==> config.mk <==
export PLATFORM = sky130hd
export DESIGN_NAME = sdram_host_arbiter
export DESIGN_NICKNAME = d
export VERILOG_FILES = /design/src/rtl/sdram_arb_pkg.sv /design/src/rtl/arb_port_req.sv /design/src/rtl/sdram_host_arbiter.sv
export SDC_FILE = /design/constraint.sdc
export NUM_CORES = 1
export LEC_CHECK = 0
export ABC_CLOCK_PERIOD_IN_PS = 1400
export CAP_MARGIN = 20
export CORE_UTILIZATION = 26
export CTS_CLUSTER_SIZE = 12
export DETAILED_ROUTE_END_ITERATION = 6
export PLACE_DENSITY = 0.77
export SKIP_CTS_REPAIR_TIMING = 1
export SYNTH_ARGS = -nofsm -noshare
export SYNTH_HDL_FRONTEND = slang
export SYNTH_SLANG_ARGS = --single-unit
==> constraint.sdc <==
create_clock -name master_clk_i -period 1.4 [get_ports master_clk_i]
set_clock_uncertainty 0.1 [all_clocks]
set_input_delay 0.21 -clock master_clk_i [delete_from_list [all_inputs] [get_ports master_clk_i]]
set_output_delay 0.21 -clock master_clk_i [all_outputs]
set_load 0.01 [all_outputs]
==> src/rtl/sdram_arb_pkg.sv <==
// Shared types and constants for the SDRAM host-port arbiter.
// State encoding, grant encoding and default bus widths.
package sdram_arb_pkg;

    typedef enum logic [1:0] {
        IDLE  = 2'd0,
        GNT_A = 2'd1,
        GNT_B = 2'd2
    } state_t;

    localparam logic [1:0] GRANT_NONE = 2'b00;
    localparam logic [1:0] GRANT_A    = 2'b01;
    localparam logic [1:0] GRANT_B    = 2'b10;

    localparam int DEF_ADDR_W = 24;
    localparam int DEF_DATA_W = 16;

endpackage

==> src/rtl/arb_port_req.sv <==
// Per-port request decode: write wins over read, and a port that
// timed out stays masked until it lowers both strobes.
module arb_port_req (
    input  logic clk,
    input  logic rst,
    input  logic rd,
    input  logic wr,
    input  logic timed_out,
    output logic active,
    output logic req,
    output logic rd_op,
    output logic wr_op
);

    logic mask;

    always_ff @(posedge clk or posedge rst) begin
        if (rst)
            mask <= 1'b0;
        else if (timed_out)
            mask <= 1'b1;
        else if (!active)
            mask <= 1'b0;
    end

    assign active = rd | wr;
    assign req    = active & ~mask;
    assign wr_op  = wr;
    assign rd_op  = rd & ~wr;

endmodule

==> src/rtl/sdram_host_arbiter.sv <==
// Round-robin arbiter sharing the sdram_cntl host port between the
// fill path (A) and the scan-line read path (B), with a watchdog.
module sdram_host_arbiter
    import sdram_arb_pkg::*;
#(
    parameter int ADDR_W  = DEF_ADDR_W,
    parameter int DATA_W  = DEF_DATA_W,
    parameter int TIMEOUT = 255
) (
    input  logic              master_clk_i,
    input  logic              rst_i,
    input  logic              a_rd_i,
    input  logic              a_wr_i,
    input  logic [ADDR_W-1:0] a_addr_i,
    input  logic [DATA_W-1:0] a_data_i,
    output logic              a_done_o,
    input  logic              b_rd_i,
    input  logic              b_wr_i,
    input  logic [ADDR_W-1:0] b_addr_i,
    input  logic [DATA_W-1:0] b_data_i,
    output logic              b_done_o,
    output logic [DATA_W-1:0] rd_data_o,
    output logic              host_rd_o,
    output logic              host_wr_o,
    output logic [ADDR_W-1:0] host_addr_o,
    output logic [DATA_W-1:0] host_data_o,
    input  logic [DATA_W-1:0] host_data_i,
    input  logic              host_done_i,
    output logic              timeout_o,
    output logic [1:0]        grant_o
);

    localparam int CW = $clog2(TIMEOUT + 1);
    localparam logic [CW-1:0] LAST = CW'(TIMEOUT - 1);
    localparam logic [CW-1:0] MAXC = CW'(TIMEOUT);

    state_t        state, nxt;
    logic          prio, prio_nxt;
    logic [CW-1:0] cnt;
    logic          fire, to_a, to_b;
    logic          a_act, a_req, a_rd, a_wr;
    logic          b_act, b_req, b_rd, b_wr;

    arb_port_req u_req_a (
        .clk       (master_clk_i),
        .rst       (rst_i),
        .rd        (a_rd_i),
        .wr        (a_wr_i),
        .timed_out (to_a),
        .active    (a_act),
        .req       (a_req),
        .rd_op     (a_rd),
        .wr_op     (a_wr)
    );

    arb_port_req u_req_b (
        .clk       (master_clk_i),
        .rst       (rst_i),
        .rd        (b_rd_i),
        .wr        (b_wr_i),
        .timed_out (to_b),
        .active    (b_act),
        .req       (b_req),
        .rd_op     (b_rd),
        .wr_op     (b_wr)
    );

    // prio: 0 = A wins a tie, 1 = B wins a tie
    always_ff @(posedge master_clk_i or posedge rst_i) begin
        if (rst_i) begin
            state     <= IDLE;
            prio      <= 1'b0;
            cnt       <= '0;
            timeout_o <= 1'b0;
        end else begin
            state     <= nxt;
            prio      <= prio_nxt;
            timeout_o <= timeout_o | fire;
            if (state == IDLE)
                cnt <= '0;
            else if (cnt != MAXC)
                cnt <= cnt + 1'b1;
        end
    end

    always_comb begin
        nxt         = state;
        prio_nxt    = prio;
        fire        = 1'b0;
        to_a        = 1'b0;
        to_b        = 1'b0;
        grant_o     = GRANT_NONE;
        host_rd_o   = 1'b0;
        host_wr_o   = 1'b0;
        host_addr_o = '0;
        host_data_o = '0;
        a_done_o    = 1'b0;
        b_done_o    = 1'b0;
        unique case (state)
            IDLE: begin
                if (a_req && (!b_req || !prio)) begin
                    nxt      = GNT_A;
                    prio_nxt = 1'b1;
                end else if (b_req) begin
                    nxt      = GNT_B;
                    prio_nxt = 1'b0;
                end
            end
            GNT_A: begin
                grant_o     = GRANT_A;
                host_rd_o   = a_rd;
                host_wr_o   = a_wr;
                host_addr_o = a_addr_i;
                host_data_o = a_data_i;
                a_done_o    = host_done_i;
                if (host_done_i || !a_act) begin
                    nxt = IDLE;
                end else if (cnt == LAST) begin
                    nxt  = IDLE;
                    fire = 1'b1;
                    to_a = 1'b1;
                end
            end
            GNT_B: begin
                grant_o     = GRANT_B;
                host_rd_o   = b_rd;
                host_wr_o   = b_wr;
                host_addr_o = b_addr_i;
                host_data_o = b_data_i;
                b_done_o    = host_done_i;
                if (host_done_i || !b_act) begin
                    nxt = IDLE;
                end else if (cnt == LAST) begin
                    nxt  = IDLE;
                    fire = 1'b1;
                    to_b = 1'b1;
                end
            end
            default: nxt = IDLE;
        endcase
    end

    assign rd_data_o = host_data_i;

endmodule
==> impl_metrics.tcl, run 1 <==
set metrics [dict create \
    outcome "finished with violations" \
    violations "negative setup slack" \
    final_common_cell "clkdlybuf4s50_1" \
    p_comb_frac 0.829 \
    cts_max_level 1 \
    cp.arrival_ns 1.70 \
    dpl_cell_area_sq_mm 0.003336 \
    worst_pin_slew_ns 0.2671 \
    p_leak_nw 1.556 \
    globalplace.congestion 0.7956 \
    grt_overflow 0 \
    io_buffers 133 \
    internal-power_mw 3.386 \
    die_y_microns 80.39 \
    finalSetupTns_ns -24.57 \
    slew_headroom 0.8220 \
    insertion_delay_ns 0.25 \
    row_count 28 \
    slew_viol_final 0 \
    final_nets 469 \
    hp-class "primary input to asynchronous set/reset pin" \
    yosys_warnings 0 \
    grt_max_degree 30 \
    antenna_found_initial 0 \
    synth_top_area_share 0.2193 \
    busiest_layer "met2" \
    drt_iter0_drc 43 \
    switchingPower_mw 2.182 \
    syn2layout_area_growth_pct 128.6 \
    hold_viol 0 \
    vias 2117 \
    syn_area_per_cell_sq_um 8.029 \
    fillers 462 \
    ir_drop_mv 0.7997 \
    grt_pass1_wl_microns 9459 \
    min_period_over_period 1.436 \
    grt_pass1_vias 1989 \
    drv_cap 0 \
    route.detailed.drc 0 \
    fin_total_pwr_mw 5.568 \
    initial_core_util 0.2699 \
    vias_per_cell 4.889 \
    clockPowerShare 0.072 \
    dieArea_sq_mm 0.006463 \
    clock_tree.buffer_depth 2 \
    core_area_sq_mm 0.005921 \
    syn-cell-area_sq_mm 0.001598 \
    setup_viol 51 \
    first_pass_iters 4 \
    timing.critical_path.fanout_max 8 \
    ys_ff_latch 14 \
    tritoncts "done" \
    use_met1 0.2137 \
    cts.sinks 14 \
    fin_area_sq_mm 0.003652 \
    drive_gt1_frac 0.5670 \
    yosys-top-cells-area "dfrtp_1 22%, a22oi_1 19%, nor2b_1 16%" \
    use_met2 0.3407 \
    worstPathRequired_ns 1.09 \
    setup_ws_ns -0.6110 \
    end_kind "output port" \
    syn_nets 309 \
    yosysTopAreaCell "dfrtp_1" \
    p_sw_frac 0.3919 \
    powerDensity_mw_per_mm2 1525 \
    ant_nets 0 \
    met3_usage 0.03864 \
    place_hpwl_microns 5027 \
    ys_seq_area_frac 0.2193 \
    synth_ff_type "dfrtp_1" \
    track_usage 0.1876 \
    async_flop_share 1.000 \
    routedWlPerCell_microns 16.11 \
    layout_common_cells "86 x clkdlybuf4s50_1, 39 x nor2b_2, 38 x a22oi_2, 36 x clkbuf_2, 36 x buf_4" \
    cts.clk_slew.worst_paths_ns 0.06 \
    worstSetupStartpointType "flop" \
    rsz0062_at_grt "true" \
    drt_wl_total_microns 6976 \
    syn_inst 199 \
    io_pins 166 \
    fmax_ghz 0.4973 \
    layout_min_cycle_time_ns 2.011 \
    synth_cell_types 36 \
    fp.dieW_microns 80.39 \
    cts_root_buf "clkbuf_8" \
    synth_edf_count 0 \
    cts_made_buffers 3 \
    power_frac_seq 0.099 \
    worstSetupPathType "flop to output port" \
    antennaDiodeCount 0 \
]
## kinds of logic after synthesis
kind of cell	Yosys count	synth area share
and+or+nand+nor	74	0.2796
AOI/OAI and AO/OA	66	0.3062
buffers and inverters	36	0.1292
DFF	14	0.2193
adders and majority gates	7	0.05481
xor gates and xnor gates	2	0.01097
## power groups by stage
stage,clock network [mW],registers (mW),logic (mW)
finish,0.401,0.553,4.61
floorplan,0,0.554,2.26
global route,0.432,0.563,4.91
detailed placement,0,0.553,4.07
CTS,0.416,0.545,4.09
global placement,0,0.544,4.01
## cell usage after synthesis (all sizes together) (3+ instances only)
cell and n:
a211oi 3, a21oi 3, a22oi 41, a31oi 4
and2 3, buf 25, clkbuf 6, dfrtp 14
ha 7, inv 5, nand2 3, nand3 3
nor2 11, nor2b 41, nor3 6, o21ai 3
o21bai 3
## through the flow
stage | cells | hold slack [ns] | setup WS, ns | utilization
after CTS | 415 | 0.1707 | -0.9303 | 0.5727
after floorplan | 199 | -0.0007809 | -0.1179 | -
final | 433 | 0.1733 | -0.6110 | 0.6169
after global placement | 411 | 0.3201 | -0.6046 | 0.5634
after detailed placement | 411 | 0.3201 | -0.6450 | 0.5634
after global routing | 433 | 0.2087 | -0.6578 | 0.6169
## layer usage
metal	part of all wire	vias up	routed length (microns)
met5	0	-	0
met4	0.020	0	140
met3	0.086	13	598
met2	0.51	82	3577
met1	0.38	996	2660
li1	-	1026	-
## critical path: stages (launching register included)
cell and delay (ns):
dfrtp_1 0.42, buf_4 0.16, ha_4 0.18, buf_12 0.14
buf_4 0.14, a22oi_2 0.21, nor2b_2 0.06, clkbuf_2 0.13
## sequential cells by signal, summed over array words and instances (netlist names)
register / flops
prio: 1
u_req_a.mask: 1
state: 2
cnt: 8
timeout_o: 1
u_req_b.mask: 1
## final cells by class
type | count | area, sq um | share of cell area
clock buffers | 4 | 55.05 | 0.01507
inverters | 5 | 18.77 | 0.005139
multi-input cells | 149 | 1440 | 0.3943
flip-flops and latches | 14 | 350.3 | 0.09592
well taps | 75 | 93.84 | 0.02569
repair buffers | 186 | 1694 | 0.4639
## final timing paths
| kind | startpoint | to | slack, ns | depth (start not counted) |
|---|---|---|---|---|
| setup / recovery | state[1]$_DFFE_PP0P_ | host_data_o[6] | -0.61 | 7 |
| hold / removal | rst_i | u_req_a.mask$_DFFE_PP0P_ | 0.17 | 3 |
| setup reg to reg | state[1]$_DFFE_PP0P_ | state[0]$_DFFE_PP0P_ | -0.45 | 8 |
| hold reg to reg | timeout_o$_DFF_PP0_ | timeout_o$_DFF_PP0_ | 0.38 | 1 |
| max in group asynchronous | rst_i | cnt[5]$_DFFE_PP0P_ | 0.85 | 3 |
| min in group master_clk_i | host_data_i[15] | rd_data_o[15] | 0.32 | 0 |
(Power assumes the default switching activity.)
==> inputs of run 2 (changes only) <==
Settings changed: RECOVER_POWER from default to 100.
==> impl_metrics.tcl, run 2 (synthesis results as in run 1) <==
set metrics [dict create \
    outcome "finished with violations" \
    violations "negative setup slack" \
    min_period_over_period 1.436 \
    final_common_cell "clkdlybuf4s50_1" \
    initial_core_util 0.2699 \
    drive_gt1_frac 0.5587 \
    top_register "cnt" \
    worst_pin_slew_ns 0.8020 \
    powerDensity_mw_per_mm2 1531 \
    insertion_delay_ns 0.25 \
    pre_cts_ws_ns -0.6450 \
    place_hpwl_microns 5027 \
    drt_iter0_drc 47 \
    end_kind "output port" \
    grt_pass1_wl_microns 9459 \
    core_area_sq_mm 0.005921 \
    drv_cap 0 \
    cts_max_level 1 \
    cts_root_buf "clkbuf_8" \
    cts.clk_slew.worst_paths_ns 0.06 \
    cts_made_buffers 3 \
    slew_viol_final 0 \
    io_buffers 133 \
    slew_headroom 0.4653 \
    syn2layout_area_growth_pct 127.6 \
    largest_reg_flops 8 \
    hp-class "primary input to output port" \
    holdWs_ns 0.3200 \
    r2r.worst_path.cells 8 \
    layout_min_cycle_time_ns 2.011 \
    track_usage 0.1876 \
    antenna_found_initial 0 \
    final_nets 469 \
    grt_overflow 0 \
    min_path_cells 0 \
    dieArea_sq_mm 0.006463 \
    hold_path_end "rd_data_o[15]" \
    timing.critical_path.fanout_max 8 \
    vias_per_cell 4.917 \
    ir_drop_mv 0.8035 \
    layout_common_cells "86 x clkdlybuf4s50_1, 39 x nor2b_2, 38 x a22oi_2, 36 x clkbuf_2, 34 x buf_4" \
    slowest_delay_ns 0.42 \
    fp.dieW_microns 80.39 \
    largestRegisters "cnt x8, state x2" \
    cts.sinks 14 \
    regToRegSetupSlack_ns -0.45 \
    hold_viol 0 \
    clock_tree.buffer_depth 2 \
    ant_nets 0 \
    grt_max_degree 30 \
    setup_ws_ns -0.6110 \
    reg2reg_to "state[0]$_DFFE_PP0P_" \
    rsz0062_at_grt "true" \
    antennaDiodeCount 0 \
    setup_viol 51 \
    grt_pass1_vias 1989 \
    drt_wl_total_microns 6989 \
    fin_util 0.6141 \
    crit_slowest_cell "dfrtp_1" \
    row_count 28 \
    p_leak_nw 1.531 \
    hp-start "host_data_i[15]" \
    fmax_ghz 0.4973 \
    cpMostUsedCell "buf_4" \
    io_pins 166 \
    crit_chain "buf_4 -> ha_4 -> buf_12 -> buf_4 -> a22oi_2 -> nor2b_2 -> clkbuf_2" \
    worstSetupPathType "flop to output port" \
    reg2reg_from "state[1]$_DFFE_PP0P_" \
    route.detailed.drc 0 \
    cp.arrival_ns 1.70 \
    first_pass_iters 4 \
    worstSetupStartpointType "flop" \
    die_y_microns 80.39 \
    vias 2129 \
    worstPathRequired_ns 1.09 \
    globalplace.congestion 0.7956 \
    routedWlPerCell_microns 16.14 \
    tritoncts "done" \
]
run 2: critical path, delay by kind of cell, from the launching register on:
| kind | cells | cell delay [ns] |
|---|---|---|
| AOI/OAI and AO/OA | 1 | 0.21 |
| adders and majority gates | 1 | 0.18 |
| buffers and inverters | 4 | 0.57 |
| DFF | 1 | 0.42 |
| and+or+nand+nor | 1 | 0.06 |
run 2: per-stage QoR:
step	TNS (ns)	total power [mW]	instance area [sq um]	instances
4_1_cts	-40.55	5.051	3391	415
3_3_place_gp	-26.27	4.552	3336	411
2_1_floorplan	-4.513	2.814	1831	199
6_report	-24.58	5.566	3636	433
5_1_grt	-27.85	5.907	3636	433
3_5_place_dp	-27.64	4.618	3336	411
run 2: worst max-delay path by stage:
stage,from,endpoint,depth (start not counted)
6_report,state[1]$_DFFE_PP0P_,host_data_o[6],7
3_5_place_dp,state[1]$_DFFE_PP0P_,host_addr_o[18],5
2_1_floorplan,state[0]$_DFFE_PP0P_,state[0]$_DFFE_PP0P_,7
4_1_cts,state[1]$_DFFE_PP0P_,host_addr_o[18],5
5_1_grt,state[1]$_DFFE_PP0P_,host_data_o[6],7
3_3_place_gp,state[0]$_DFFE_PP0P_,host_rd_o,7
run 2: layer usage:
layer | global-route usage | share of wire | routed length [microns] | vias up
li1 | - | - | - | 1025
met1 | 0.2137 | 0.38 | 2657 | 999
met2 | 0.3407 | 0.51 | 3562 | 90
met3 | 0.03864 | 0.088 | 612 | 15
met4 | 0.06786 | 0.022 | 156 | 0
met5 | 0 | 0 | 0 | -
run 2: final cells by class:
type	count	area, sq um
repair buffers	186	1684
inverters	5	18.77
multi-input cells	149	1434
fillers	464	2285
clock buffers	4	55.05
well taps	75	93.84
flip-flops and latches	14	350.3
run 2: power by group:
| group | internal [mW] | switching, mW | total (mW) |
|---|---|---|---|
| combinational | 2.66 | 1.95 | 4.61 |
| clock | 0.249 | 0.152 | 0.402 |
| sequential | 0.475 | 0.0784 | 0.553 |
